$ cat src/rtl/plic_arb_pkg.sv
// Shared constants and FSM encoding for the PLIC per-hart arbiter.
package plic_arb_pkg;

  localparam int DEF_INT_NUM    = 64;
  localparam int DEF_PRIO_BIT   = 5;
  localparam int DEF_ID_BIT     = 6;
  localparam int DEF_SCAN_WIDTH = 8;

  localparam int NUM_GRP = DEF_INT_NUM / DEF_SCAN_WIDTH;
  localparam int GRP_BIT = (NUM_GRP > 1) ? $clog2(NUM_GRP) : 1;

  typedef enum logic [1:0] {
    IDLE  = 2'b00,
    SCAN  = 2'b01,
    FLUSH = 2'b10
  } arb_state_e;

endpackage

$ cat src/rtl/plic_arb_grp_max.sv
// Combinational max over one scan group; the lowest local index wins ties.
module plic_arb_grp_max #(
  parameter int SCAN_WIDTH = 8,
  parameter int PRIO_BIT   = 5,
  parameter int IDX_BIT    = 3
) (
  input  logic [SCAN_WIDTH-1:0]          elig,
  input  logic [SCAN_WIDTH*PRIO_BIT-1:0] prio,
  output logic [IDX_BIT-1:0]             idx,
  output logic [PRIO_BIT-1:0]            max_prio,
  output logic                           vld
);

  always_comb begin
    idx      = '0;
    max_prio = '0;
    vld      = 1'b0;
    for (int i = 0; i < SCAN_WIDTH; i++) begin
      if (elig[i] && (!vld || (prio[i*PRIO_BIT +: PRIO_BIT] > max_prio))) begin
        vld      = 1'b1;
        idx      = IDX_BIT'(i);
        max_prio = prio[i*PRIO_BIT +: PRIO_BIT];
      end
    end
  end

endmodule

$ cat src/rtl/plic_hart_arb.sv
// Per-hart PLIC arbiter: grouped priority scan, threshold compare, claim/complete pulses.
// Optional PLIC_ARB_PULSE_RESTART_EN: a new kid edge restarts the current scan pass once.
module plic_hart_arb
  import plic_arb_pkg::*;
#(
  parameter int INT_NUM    = DEF_INT_NUM,
  parameter int PRIO_BIT   = DEF_PRIO_BIT,
  parameter int ID_BIT     = DEF_ID_BIT,
  parameter int SCAN_WIDTH = DEF_SCAN_WIDTH
) (
  input  logic                         plic_clk,
  input  logic                         plicrst,
  input  logic [INT_NUM-1:0]           kid_arb_int_req,
  input  logic [INT_NUM*PRIO_BIT-1:0]  kid_arb_int_prio,
  input  logic [INT_NUM-1:0]           kid_arb_int_pulse,
  input  logic [INT_NUM-1:0]           hreg_arb_ie,
  input  logic [PRIO_BIT-1:0]          hreg_arb_th,
  input  logic                         hreg_arb_claim_req,
  input  logic                         hreg_arb_cmplt_req,
  input  logic [ID_BIT-1:0]            hreg_arb_cmplt_id,
  output logic [ID_BIT-1:0]            arb_hreg_claim_id,
  output logic [INT_NUM-1:0]           arb_hreg_claim_kid,
  output logic [INT_NUM-1:0]           arb_hreg_cmplt_kid,
  output logic                         arb_ctrl_int_vld,
  output logic                         arb_busy
);

  // state | meaning
  // IDLE  | one cycle after reset before scanning starts
  // SCAN  | walking groups, committing a winner every pass
  // FLUSH | one cycle after a granted claim, committed result cleared

  localparam int GRPS = INT_NUM / SCAN_WIDTH;
  localparam int GW   = (GRPS > 1) ? $clog2(GRPS) : 1;
  localparam int LW   = (SCAN_WIDTH > 1) ? $clog2(SCAN_WIDTH) : 1;
  localparam logic [GW-1:0] LAST_GRP = GW'(GRPS - 1);

  arb_state_e            state_q;
  logic [GW-1:0]         grp_q;
  logic [ID_BIT-1:0]     run_id_q, best_id_q, mrg_id, grp_id;
  logic [PRIO_BIT-1:0]   run_prio_q, best_prio_q, mrg_prio, loc_prio;
  logic [LW-1:0]         loc_idx;
  logic                  loc_vld;
  logic [INT_NUM-1:0]    elig, cmplt_next;
  logic                  grant, restart;

  always_comb begin
    elig    = kid_arb_int_req & hreg_arb_ie;
    elig[0] = 1'b0;
  end

  plic_arb_grp_max #(
    .SCAN_WIDTH (SCAN_WIDTH),
    .PRIO_BIT   (PRIO_BIT),
    .IDX_BIT    (LW)
  ) u_grp_max (
    .elig     (elig[grp_q*SCAN_WIDTH +: SCAN_WIDTH]),
    .prio     (kid_arb_int_prio[grp_q*SCAN_WIDTH*PRIO_BIT +: SCAN_WIDTH*PRIO_BIT]),
    .idx      (loc_idx),
    .max_prio (loc_prio),
    .vld      (loc_vld)
  );

  assign grp_id = ID_BIT'(int'(grp_q) * SCAN_WIDTH + int'(loc_idx));

  // Group 0 seeds the running best; later groups replace it only on strictly higher priority.
  always_comb begin
    mrg_id   = run_id_q;
    mrg_prio = run_prio_q;
    if (grp_q == '0) begin
      mrg_id   = loc_vld ? grp_id : '0;
      mrg_prio = loc_vld ? loc_prio : '0;
    end else if (loc_vld && (loc_prio > run_prio_q)) begin
      mrg_id   = grp_id;
      mrg_prio = loc_prio;
    end
  end

  assign arb_ctrl_int_vld  = (best_id_q != '0) && (best_prio_q > hreg_arb_th);
  assign arb_hreg_claim_id = arb_ctrl_int_vld ? best_id_q : '0;
  assign grant             = hreg_arb_claim_req && arb_ctrl_int_vld;
  assign arb_busy          = (state_q == FLUSH);

  always_comb begin
    arb_hreg_claim_kid = '0;
    if (grant) arb_hreg_claim_kid[best_id_q] = 1'b1;
  end

  always_comb begin
    cmplt_next = '0;
    if (hreg_arb_cmplt_req && (hreg_arb_cmplt_id != '0) && (int'(hreg_arb_cmplt_id) < INT_NUM))
      cmplt_next[hreg_arb_cmplt_id] = 1'b1;
  end

`ifdef PLIC_ARB_PULSE_RESTART_EN
  logic restart_done_q;

  assign restart = (state_q == SCAN) && !grant && (|kid_arb_int_pulse) &&
                   (grp_q != '0) && !restart_done_q;

  always_ff @(posedge plic_clk or posedge plicrst) begin
    if (plicrst) begin
      restart_done_q <= 1'b0;
    end else if (state_q == SCAN) begin
      if (grant || (!restart && (grp_q == LAST_GRP))) restart_done_q <= 1'b0;
      else if (restart)                               restart_done_q <= 1'b1;
    end
  end
`else
  logic unused_pulse;
  assign unused_pulse = ^kid_arb_int_pulse;
  assign restart      = 1'b0;
`endif

  always_ff @(posedge plic_clk or posedge plicrst) begin
    if (plicrst) begin
      state_q            <= IDLE;
      grp_q              <= '0;
      run_id_q           <= '0;
      run_prio_q         <= '0;
      best_id_q          <= '0;
      best_prio_q        <= '0;
      arb_hreg_cmplt_kid <= '0;
    end else begin
      arb_hreg_cmplt_kid <= cmplt_next;
      case (state_q)
        IDLE: state_q <= SCAN;
        SCAN: begin
          if (grant) begin
            state_q     <= FLUSH;
            grp_q       <= '0;
            run_id_q    <= '0;
            run_prio_q  <= '0;
            best_id_q   <= '0;
            best_prio_q <= '0;
          end else if (restart) begin
            grp_q <= '0;
          end else begin
            run_id_q   <= mrg_id;
            run_prio_q <= mrg_prio;
            if (grp_q == LAST_GRP) begin
              best_id_q   <= mrg_id;
              best_prio_q <= mrg_prio;
              grp_q       <= '0;
            end else begin
              grp_q <= grp_q + 1'b1;
            end
          end
        end
        FLUSH: begin
          state_q <= SCAN;
          grp_q   <= '0;
        end
        default: state_q <= IDLE;
      endcase
    end
  end

endmodule

$ cat config.mk
export PLATFORM = sky130hd
export DESIGN_NAME = plic_hart_arb
export DESIGN_NICKNAME = d
export VERILOG_FILES = /design/src/rtl/plic_arb_pkg.sv /design/src/rtl/plic_arb_grp_max.sv /design/src/rtl/plic_hart_arb.sv
export SDC_FILE = /design/constraint.sdc
export NUM_CORES = 1
export LEC_CHECK = 0
export ABC_CLOCK_PERIOD_IN_PS = 38900
export BUFFER_PORTS_ARGS = -buffer_cell sky130_fd_sc_hd__buf_4
export CAP_MARGIN = 20
export CORE_AREA = 2 2 258 260
export DETAILED_ROUTE_END_ITERATION = 6
export DIE_AREA = 0 0 260 262
export PLACE_DENSITY = 0.38
export SYNTH_ARGS = -nofsm -noshare
export SYNTH_HDL_FRONTEND = slang
export SYNTH_SLANG_ARGS = --single-unit
export TNS_END_PERCENT = 5
$ cat constraint.sdc
create_clock -name plic_clk -period 38.9 [get_ports plic_clk]
set_input_delay 0 -clock plic_clk [delete_from_list [all_inputs] [get_ports plic_clk]]
set_output_delay 0 -clock plic_clk [all_outputs]
set_load 0.1 [all_outputs]
* Word level (Yosys, flattened, before mapping)
Index checks and enable logic that the tools add are counted.
Word-level totals: bits in registers 91, bits of input ports 527, output and inout port bits 136, logic and storage cells 112
Operators by class: add/subtract/negate cells 2, multiply operators 1, order comparisons 13, equality and inequality tests 4, shift-type cells 2, mux-type cells 47, bitwise gates (word level) 1, reduce and logical (&&, ||, !) cells 35
Operator list (number):
- $shiftx 320x10->40 | 1
- $mux 64 | 2
- $mux 5 | 14
- $and 64x64->64 | 1
- $shiftx 64x7->8 | 1
- $gt 5x5->1 | 9
- $mux 6 | 7
- $mux 3 | 6
- $lt 6x7->1 const B | 2
- $logic_and 1x1->1 | 13
- $demux 1 s6 | 2
- $ge 6x1->1 const B | 2
- $reduce_bool 6->1 | 2
- $mux 1 | 11
- $logic_not 1->1 | 7
- $logic_or 1x1->1 | 7
- $add 6x3->6 | 1
- $mul 3x3->6 const B | 1
- $mux 2 | 3
- $pmux 3 s2 | 1
- $pmux 2 s2 | 1
- $reduce_bool 2->1 | 2
- $add 3x1->3 const B | 1
- $eq 3x3->1 const B | 1
- other kinds (7) | 7

* Longest topological paths before layout
Gate-level depths: netlist (run 1).
depth after elaboration 37, depth in mapped cells 81, depth with buffers taken out 72

* Cells and area by module
Synthesis (run 1) repeated with hierarchy kept, for this count alone.
Unflattened totals: cells, all modules 975, area, all modules 8839.7 µm²
By module, submodules not included:
- plic_hart_arb | instances 1, cells an instance 741, area each 7089.3 µm², sequential area each 2277.2 µm²
- plic_arb_grp_max | instances 1, cells an instance 234, area each 1750.4 µm², sequential area each 0.0 µm²

* Worst setup path before layout (run 1)
No wires, ideal clock.
path kind reg2reg, start register grp_q[0], end register best_prio_q[1], library setup time 92 ps, data arrival time 14913 ps, data required time 38808 ps, slack 23895 ps, cell stages (with the launch flop) 79, path buffers 10, period minus slack after synthesis 15005 ps, path through dfrtp_1 buf_6 buf_2 buf_2 buf_2 mux4_2 mux2i_1 nor3_1 ha_1 inv_1 or2_2 and2_1 a211oi_1 a22oi_1 ha_1 nor2b_1 o21a_1 o21a_1 [43 not listed] a21oi_1 o22a_1 o21ai_2 and2_1 buf_6 a211oi_1 ha_1 nor2b_1 o21a_1 o21a_1 o21a_1 o22ai_1 or2_1 clkbuf_1 nor3_1 nand2b_1 o221a_2 o31ai_2
Between the ends: longest elaborated chain between the ends 37, elaborated cells between the ends (all ways) 58, classes of those cells mul (1); order compare (8); eq/ne (1); shift (2); mux (21); reduce/logical (25)
RTL lines:
- start, declared | RTL line plic_hart_arb.sv:39 | logic [GW-1:0] grp_q;
- start signal, assigned | RTL line plic_hart_arb.sv:146 | grp_q <= grp_q + 1'b1;
- $mul 3x3->6 | RTL line plic_hart_arb.sv:58 | .prio (kid_arb_int_prio[grp_q*SCAN_WIDTH*PRIO_BIT +: SCAN_WIDTH*PRIO_BIT]),
- $shiftx 320x10->40 | RTL line plic_hart_arb.sv:58
- $mux 5 | RTL line plic_arb_grp_max.sv:19 | if (elig[i] && (!vld || (prio[i*PRIO_BIT +: PRIO_BIT] > max_prio))) begin
- $gt 5x5->1 | RTL line plic_arb_grp_max.sv:19
- $logic_or 1x1->1 | RTL line plic_arb_grp_max.sv:19
- $logic_and 1x1->1 | RTL line plic_arb_grp_max.sv:19
- $mux 5 or $mux 1 (tied branches) | RTL line plic_arb_grp_max.sv:19
- $gt 5x5->1 or $logic_not 1->1 (tied branches) | RTL line plic_arb_grp_max.sv:19
- [21 not listed]
- $logic_and 1x1->1 | RTL line plic_arb_grp_max.sv:19
- $mux 5 | RTL line plic_arb_grp_max.sv:19
- $gt 5x5->1 | RTL line plic_hart_arb.sv:73 | end else if (loc_vld && (loc_prio > run_prio_q)) begin
- $logic_and 1x1->1 | RTL line plic_hart_arb.sv:73
- $mux 5 | RTL line plic_hart_arb.sv:73
- $mux 5 | RTL line plic_hart_arb.sv:70 | if (grp_q == '0) begin
- $mux 5 | RTL line plic_hart_arb.sv:141 | if (grp_q == LAST_GRP) begin
- $mux 5 | RTL line plic_hart_arb.sv:129 | if (grant) begin
- end signal, assigned | RTL line plic_hart_arb.sv:143 | best_prio_q <= mrg_prio;
- end, declared | RTL line plic_hart_arb.sv:41 | logic [PRIO_BIT-1:0] run_prio_q, best_prio_q, mrg_prio, loc_prio;
Several ways; a longest one is shown, not always the timed one. The select of a mux whose other input is x is not followed. A chain may end at the register's enable or synchronous reset.

* Worst setup path in the final report (run 1)
start register grp_q[2], end register best_prio_q[4]
Same word-level chain as after synthesis.

==> results of run 1 <==
[synth_stat cells (9+ instances only)]
master    instances  share of area (%)
clkbuf_1         30                1.3
nand3b_1         18                1.5
inv_1            29                1.2
nor2b_1          16                1.1
nor2_1          169                7.1
mux4_2           81                 20
o21ai_0          33                1.8
o211ai_1         12                1.0
a22oi_1          11               0.92
mux2i_1          11                1.2
a21oi_1          36                2.0
nand2_1         137                5.8
and2_1           17                1.2
o21a_1            9               0.76
nand3_1          37                2.1
ha_1             51                7.1
buf_2            15               0.84
buf_4            10               0.84
nand4_1          11               0.77
dfrtp_1          91                 25
a21o_1           11               0.92
[worst paths after layout]
check / start / cells after the start / endpoint / slack (ns)
max: grp_q[2] / 71 / best_prio_q[4] / 20.42
min: hreg_arb_cmplt_id[5] / 3 / arb_hreg_cmplt_kid[23] / 0.14
max reg2reg: grp_q[2] / 71 / best_prio_q[4] / 20.42
min reg2reg: best_prio_q[0] / 2 / best_prio_q[0] / 0.49
max in group asynchronous: plicrst / 4 / arb_hreg_cmplt_kid[27] / 37.47
min in group asynchronous: plicrst / 3 / arb_hreg_cmplt_kid[50] / 0.31
[registers in the layout, summed over array words and instances, names as in the netlist]
register and cells:
state_q 2, run_id_q 6, best_id_q 6, arb_hreg_cmplt_kid 64, best_prio_q 5, grp_q 3
run_prio_q 5
[per-layer routing]
layer,up-vias,track usage [%]
met1,4921,18.3
li1,4819,-
met5,-,0
met3,44,5.57
met4,28,3.08
met2,506,27.6
[tightest hold or removal path: stages]
cell and delay, ns:
buf_4 0.12, or3b_2 0.27, nor2_1 0.06
[through the flow]
| step | cell area [um2] | util [%] | setup WS (ns) |
|---|---|---|---|
| global route | 14600 | 22.3 | 18.65 |
| CTS | 14600 | 22.3 | 20.36 |
| finish | 14600 | 22.4 | 20.42 |
| global placement | 14200 | 21.8 | 20.55 |
| detailed placement | 14200 | 21.8 | 20.40 |
| floorplan | 8950 | - | 23.89 |
[cells by family after synthesis]
family | after synthesis | share of synthesized area (%)
AND/OR/NAND/NOR | 457 | 23.7
AO/OA/AOI/OAI | 203 | 16.4
multiplexers | 97 | 22.3
buffers and inverters | 96 | 4.91
flip-flops | 91 | 25.5
adder cells (fa/ha/maj) | 51 | 7.14
other | 1 | 0.0419
[cells in the final DEF (no fill, tap or decap), types with 5 or more instances in the layout]
cell,Yosys,routed
a211oi_1,7,7
a21boi_0,5,5
a21o_1,11,11
a21oi_1,36,36
a22oi_1,11,11
a31oi_1,5,5
and2_1,17,17
and3_1,8,8
and4b_1,5,5
buf_4,10,604
clkbuf_16,0,9
dfrtp_1,91,88
diode_2,0,12
ha_1,51,51
inv_1,29,27
mux2_2,5,5
mux2i_1,11,11
mux4_2,81,81
nand2_1,137,137
nand2b_1,5,5
nand3_1,37,37
nand3b_1,18,18
nand4_1,11,11
nor2_1,169,169
nor2b_1,16,16
nor3_1,6,6
o211ai_1,12,12
o21a_1,9,9
o21ai_0,33,33
o22ai_1,8,8
o31ai_1,7,7
[area by class of cell]
type / instances / area, um2
Antenna cell: 12 / 30.0
Clock buffer: 9 / 225
Clock inverter: 7 / 78.8
Fill cell: 7295 / 50700
Inverter: 30 / 114
Multi-Input combinational cell: 810 / 6230
Sequential cell: 91 / 2290
Tap cell: 864 / 1080
Timing Repair Buffer: 605 / 4540
[where the power goes]
| part | internal, mW | leakage (nW) | switching, mW | total (mW) |
|---|---|---|---|---|
| Sequential | 0.111 | 1.22 | 0.0390 | 0.150 |
| Combinational | 0.520 | 5.43 | 0.753 | 1.27 |
| Clock | 0.0460 | 0.150 | 0.0451 | 0.0911 |
| Total | 0.677 | 6.80 | 0.837 | 1.51 |
==> run metrics, run 1 <==
final antenna-violating net count=0; global placer's final weighted congestion=around 0.9; CP endpoint kind=flip-flop; setup skew after layout=0.00633 ns; share of synthesized flip-flops with an asynchronous set or reset=100%; worst path arrival time=between 15 and 20 ns; height of the die=~260 um; critical path's slowest cell=o311ai_0; routed length on met3=approximately 5.5 mm; Detailed Route WL=about 56 mm; pin count of the biggest net entering global routing=53; highest routing layer actually used=met5; status=completed; initial standard-cell utilization of the core=13.7%; Setup Crit Path Kind=flip-flop to flip-flop; average vias per placed instance=between 4 and 5; hold slack=around 0.14 ns; vias in the first global route=approximately 11000; number of pins exceeding their max-slew limit in the final report=0; post-route DRC violation count=0; register clock-pin slew on the reported worst setup and hold paths=roughly 0.080 ns; # H-tree levels=3; Final #Nets=between 2000 and 2500; number of storage elements in the synthesis netlist=between 90 and 100; Rows=between 90 and 100; Max-Slew Margin vs Limit=roughly 31%; boundary pin count=between 600 and 700; Met1 Routed Length=between 20 and 25 mm; Global Route Usage Sum=15.7%; worst-skew pair later-pin latency=0.36 ns; Power Density=104 nW/um2; count of synthesis-stage warnings from yosys=0; max incr delay on CP=0.84 ns; placeable core region=65300 um2; met2 wire length=27.3 mm; minimum clock period after layout=18.48 ns; combined area of all synthesized cells=8940 um2; initial antenna violation count=42; Detailed Routing Iterations Pass 1=5; post-CTS setup buffers=0; count of flip-flops with a built-in enable after synthesis=0; Max-cap violations=0; Post-CTS Hold Buffers=1; syn_area_per_cell=approximately 9.0 um2; DRC marker count from the first detailed-route iteration=approximately 440; final setup vio count=0; leakage power of the design=6.80 nW; sinks on the clock net=slightly above 90; critical path data required time=~39 ns; cell count after placement=roughly 2400; delay-heaviest family, CP=compound AO/OA/AOI/OAI gates; Die X-Extent=260 um; Total Neg Setup Slack=0 ns; most used flip-flop cell after synthesis=dfrtp_1; IO buf count=between 500 and 600; achievable clock frequency=about 0.054 GHz; number of standard cells in the final layout excluding fillers=approximately 2400; Pwr Total=between 1.5 and 2 mW; GRT Residual Overflow=0; fraction of layout instances using a drive strength above 1=approximately 47%; RSZ-0062 raised after global routing=false; number of instances resized during post-cts repair=0; die area=approximately 68000 um2; Via Count=just over 10000; half-perimeter wire length after placement=around 50 mm; share of the clock period used by the worst path after layout=47.5%; distinct cell type count of the synthesized netlist=77; sequential-to-total area share from yosys stat=roughly 25%; wire length of the first global-routing pass=76.0 mm; Post-Syn Instances=996; TritonCTS clock tree=yes; worst path bufs/invs=2; kind of path behind the tightest hold check=primary input to flip-flop; Avg WL per Cell=roughly 23 um; Crit Path Max Fanout=42; final hold vios=0; slew at the pin closest to its max-slew limit=~1.0 ns; maximum buffer depth of the clock tree=2; cell chosen for the clock root=clkbuf_16; CTS Buf Count=9; startpoint kind of the worst setup timing path=flip-flop; Max VDD drop=0.0927 mV; relative area change from synthesis to final layout=63.1%
No activity file was read; power rests on OpenSTA's default activity.
==> run 2, diff against run 1 <==
--- a/config.mk
+++ b/config.mk
@@ -5,7 +5,7 @@
 export SDC_FILE = /design/constraint.sdc
 export NUM_CORES = 1
 export LEC_CHECK = 0
-export ABC_CLOCK_PERIOD_IN_PS = 38900
+export ABC_CLOCK_PERIOD_IN_PS = 17900
 export BUFFER_PORTS_ARGS = -buffer_cell sky130_fd_sc_hd__buf_4
 export CAP_MARGIN = 20
 export CORE_AREA = 2 2 258 260
==> constraint.sdc (replaced) <==
create_clock -name plic_clk -period 17.9 [get_ports plic_clk]
set_input_delay 0 -clock plic_clk [delete_from_list [all_inputs] [get_ports plic_clk]]
set_output_delay 0 -clock plic_clk [all_outputs]
set_load 0.1 [all_outputs]
==> run metrics, run 2 (synthesized netlist as in run 1, its figures left out) <==
global placer's final weighted congestion=between 0.8 and 0.9; IO buf count=around 600; startpoint kind of the worst setup timing path=flip-flop; CTS Buf Count=9; # H-tree levels=3; setup skew after layout=between 0.005 and 0.006 ns; achievable clock frequency=around 0.06 GHz; Reg2Reg Setup Slack=around 1.3 ns; RSZ-0062 raised after global routing=false; slew at the pin closest to its max-slew limit=around 0.9 ns; critical path's slowest cell=dfrtp_4; worst-skew pair later-pin latency=0.36 ns; minimum clock period after layout=between 15 and 20 ns; Largest regs=arb_hreg_cmplt_kid: 64 flops, best_id_q: 6 flops, run_id_q: 6 flops; Max-Slew Margin vs Limit=39.6%; Global Route Usage Sum=15.7%; half-perimeter wire length after placement=a little under 50 mm; critical path data required time=between 15 and 20 ns; initial standard-cell utilization of the core=between 10 and 15%; Total Neg Setup Slack=0 ns; Rows=94; final antenna-violating net count=0; origin of the worst setup path=grp_q[0]; vias in the first global route=roughly 11000; r2r worst-path depth=72; wire length of the first global-routing pass=roughly 76 mm; Detailed Route WL=roughly 56 mm; register clock-pin slew on the reported worst setup and hold paths=0.08 ns; Max VDD drop=approximately 0.25 mV; Power Density=between 200 and 250 nW/um2; kind of path behind the tightest hold check=primary input to asynchronous set/reset pin; DRC marker count from the first detailed-route iteration=between 400 and 500; commonest non-fill, non-tap cells in the layout=buf_4 (610), nor2_1 (169), nand2_1 (137); final hold vios=0; worst path arrival time=around 17 ns; Setup Crit Path Kind=flip-flop to flip-flop; Detailed Routing Iterations Pass 1=5; flip-flop count of the largest register after layout=64; Die X-Extent=approximately 260 um; core occupancy in the finished layout=a little under a quarter; relative area change from synthesis to final layout=64.5%; post-route DRC violation count=0; TritonCTS clock tree=yes; capturing element of the worst setup path=run_prio_q[4]; Avg WL per Cell=23.0 um; Crit Path Max Fanout=23; max incr delay on CP=about 0.66 ns; boundary pin count=around 660; cell chosen for the clock root=clkbuf_16; initial antenna violation count=40; Via Count=about 10000; share of the clock period used by the worst path after layout=92.8%; final setup vio count=0; placeable core region=about 65000 um2; Final #Nets=between 2000 and 2500; fraction of layout instances using a drive strength above 1=a little under half; Max-cap violations=0; pin count of the biggest net entering global routing=81; CP endpoint kind=flip-flop; GRT Residual Overflow=0; height of the die=262 um; RR Endpoint=run_prio_q[4]; die area=between 60000 and 70000 um2; maximum buffer depth of the clock tree=2; register with the highest flop count=arb_hreg_cmplt_kid; launch point of the worst reg-to-reg path=grp_q[0]; number of pins exceeding their max-slew limit in the final report=0; leakage power of the design=around 7 nW; sinks on the clock net=91; average vias per placed instance=4.23; most common cell after layout, fill and taps aside=buf_4; status=completed
-- run 2: repair_timing --
| item | in CTS | in global routing |
|---|---|---|
| resized for setup | 0 | 4 |
| setup endpoints to repair | 0 | 21 |
| hold buffers | 1 | 0 |
| endpoints found under the hold margin | 11 | 0 |
| buffers inserted | 0 | 1 |
-- run 2: how the worst min path moves through the flow --
stage	depth (start not counted)	end
after floorplan	2	state_q[1]
after global routing	3	arb_hreg_cmplt_kid[50]
after CTS	3	arb_hreg_cmplt_kid[48]
final	3	arb_hreg_cmplt_kid[48]
after global placement	2	arb_hreg_cmplt_kid[48]
after detailed placement	2	arb_hreg_cmplt_kid[48]
-- run 2: final cells by class --
| type | count | area, um2 |
|---|---|---|
| multi-input cells | 810 | 6250 |
| well taps | 864 | 1080 |
| clock buffers | 9 | 225 |
| repair buffers | 613 | 4640 |
| fillers | 7236 | 50600 |
| inverters | 30 | 114 |
| diodes | 10 | 25.0 |
| flip-flops and latches | 91 | 2290 |
| clock inverters | 7 | 81.3 |
-- run 2: layer usage --
metal	routed length (um)	vias up	global-route usage [%]
li1	-	4833	-
met1	21900	4894	17.8
met2	27400	485	27.1
met3	5890	57	6.40
met4	598	32	4.04
met5	201	-	0
-- run 2: critical path, delay by kind of cell, from the launching register on --
kind | cells | cell delay (ns)
adders and majority gates | 8 | 2.32
buffers and inverters | 2 | 0.41
AOI/OAI and AO/OA | 39 | 9.00
and+or+nand+nor | 21 | 3.41
muxes | 2 | 0.68
DFF | 1 | 0.66
-- run 2: per-stage QoR --
| stage | total power, mW | hold WS (ns) | setup slack (ns) | instances | cell area, um2 |
|---|---|---|---|---|---|
| 2_1_floorplan | 2.39 | 0.234 | 2.89 | 997 | 8950 |
| 3_3_place_gp | 3.10 | -0.0752 | 1.06 | 2405 | 14300 |
| 3_5_place_dp | 3.14 | -0.0733 | 0.861 | 2405 | 14300 |
| 4_1_cts | 3.35 | 0.0929 | 0.809 | 2422 | 14600 |
| 5_1_grt | 3.72 | 0.128 | 0.0587 | 2430 | 14700 |
| 6_report | 3.35 | 0.107 | 1.29 | 2434 | 14700 |
-- run 2: power by group --
group	switching, mW	internal, mW	leakage [nW]
clock	0.0975	0.0997	0.150
sequential	0.0664	0.243	1.22
combinational	1.67	1.17	5.48
total	1.84	1.51	6.86
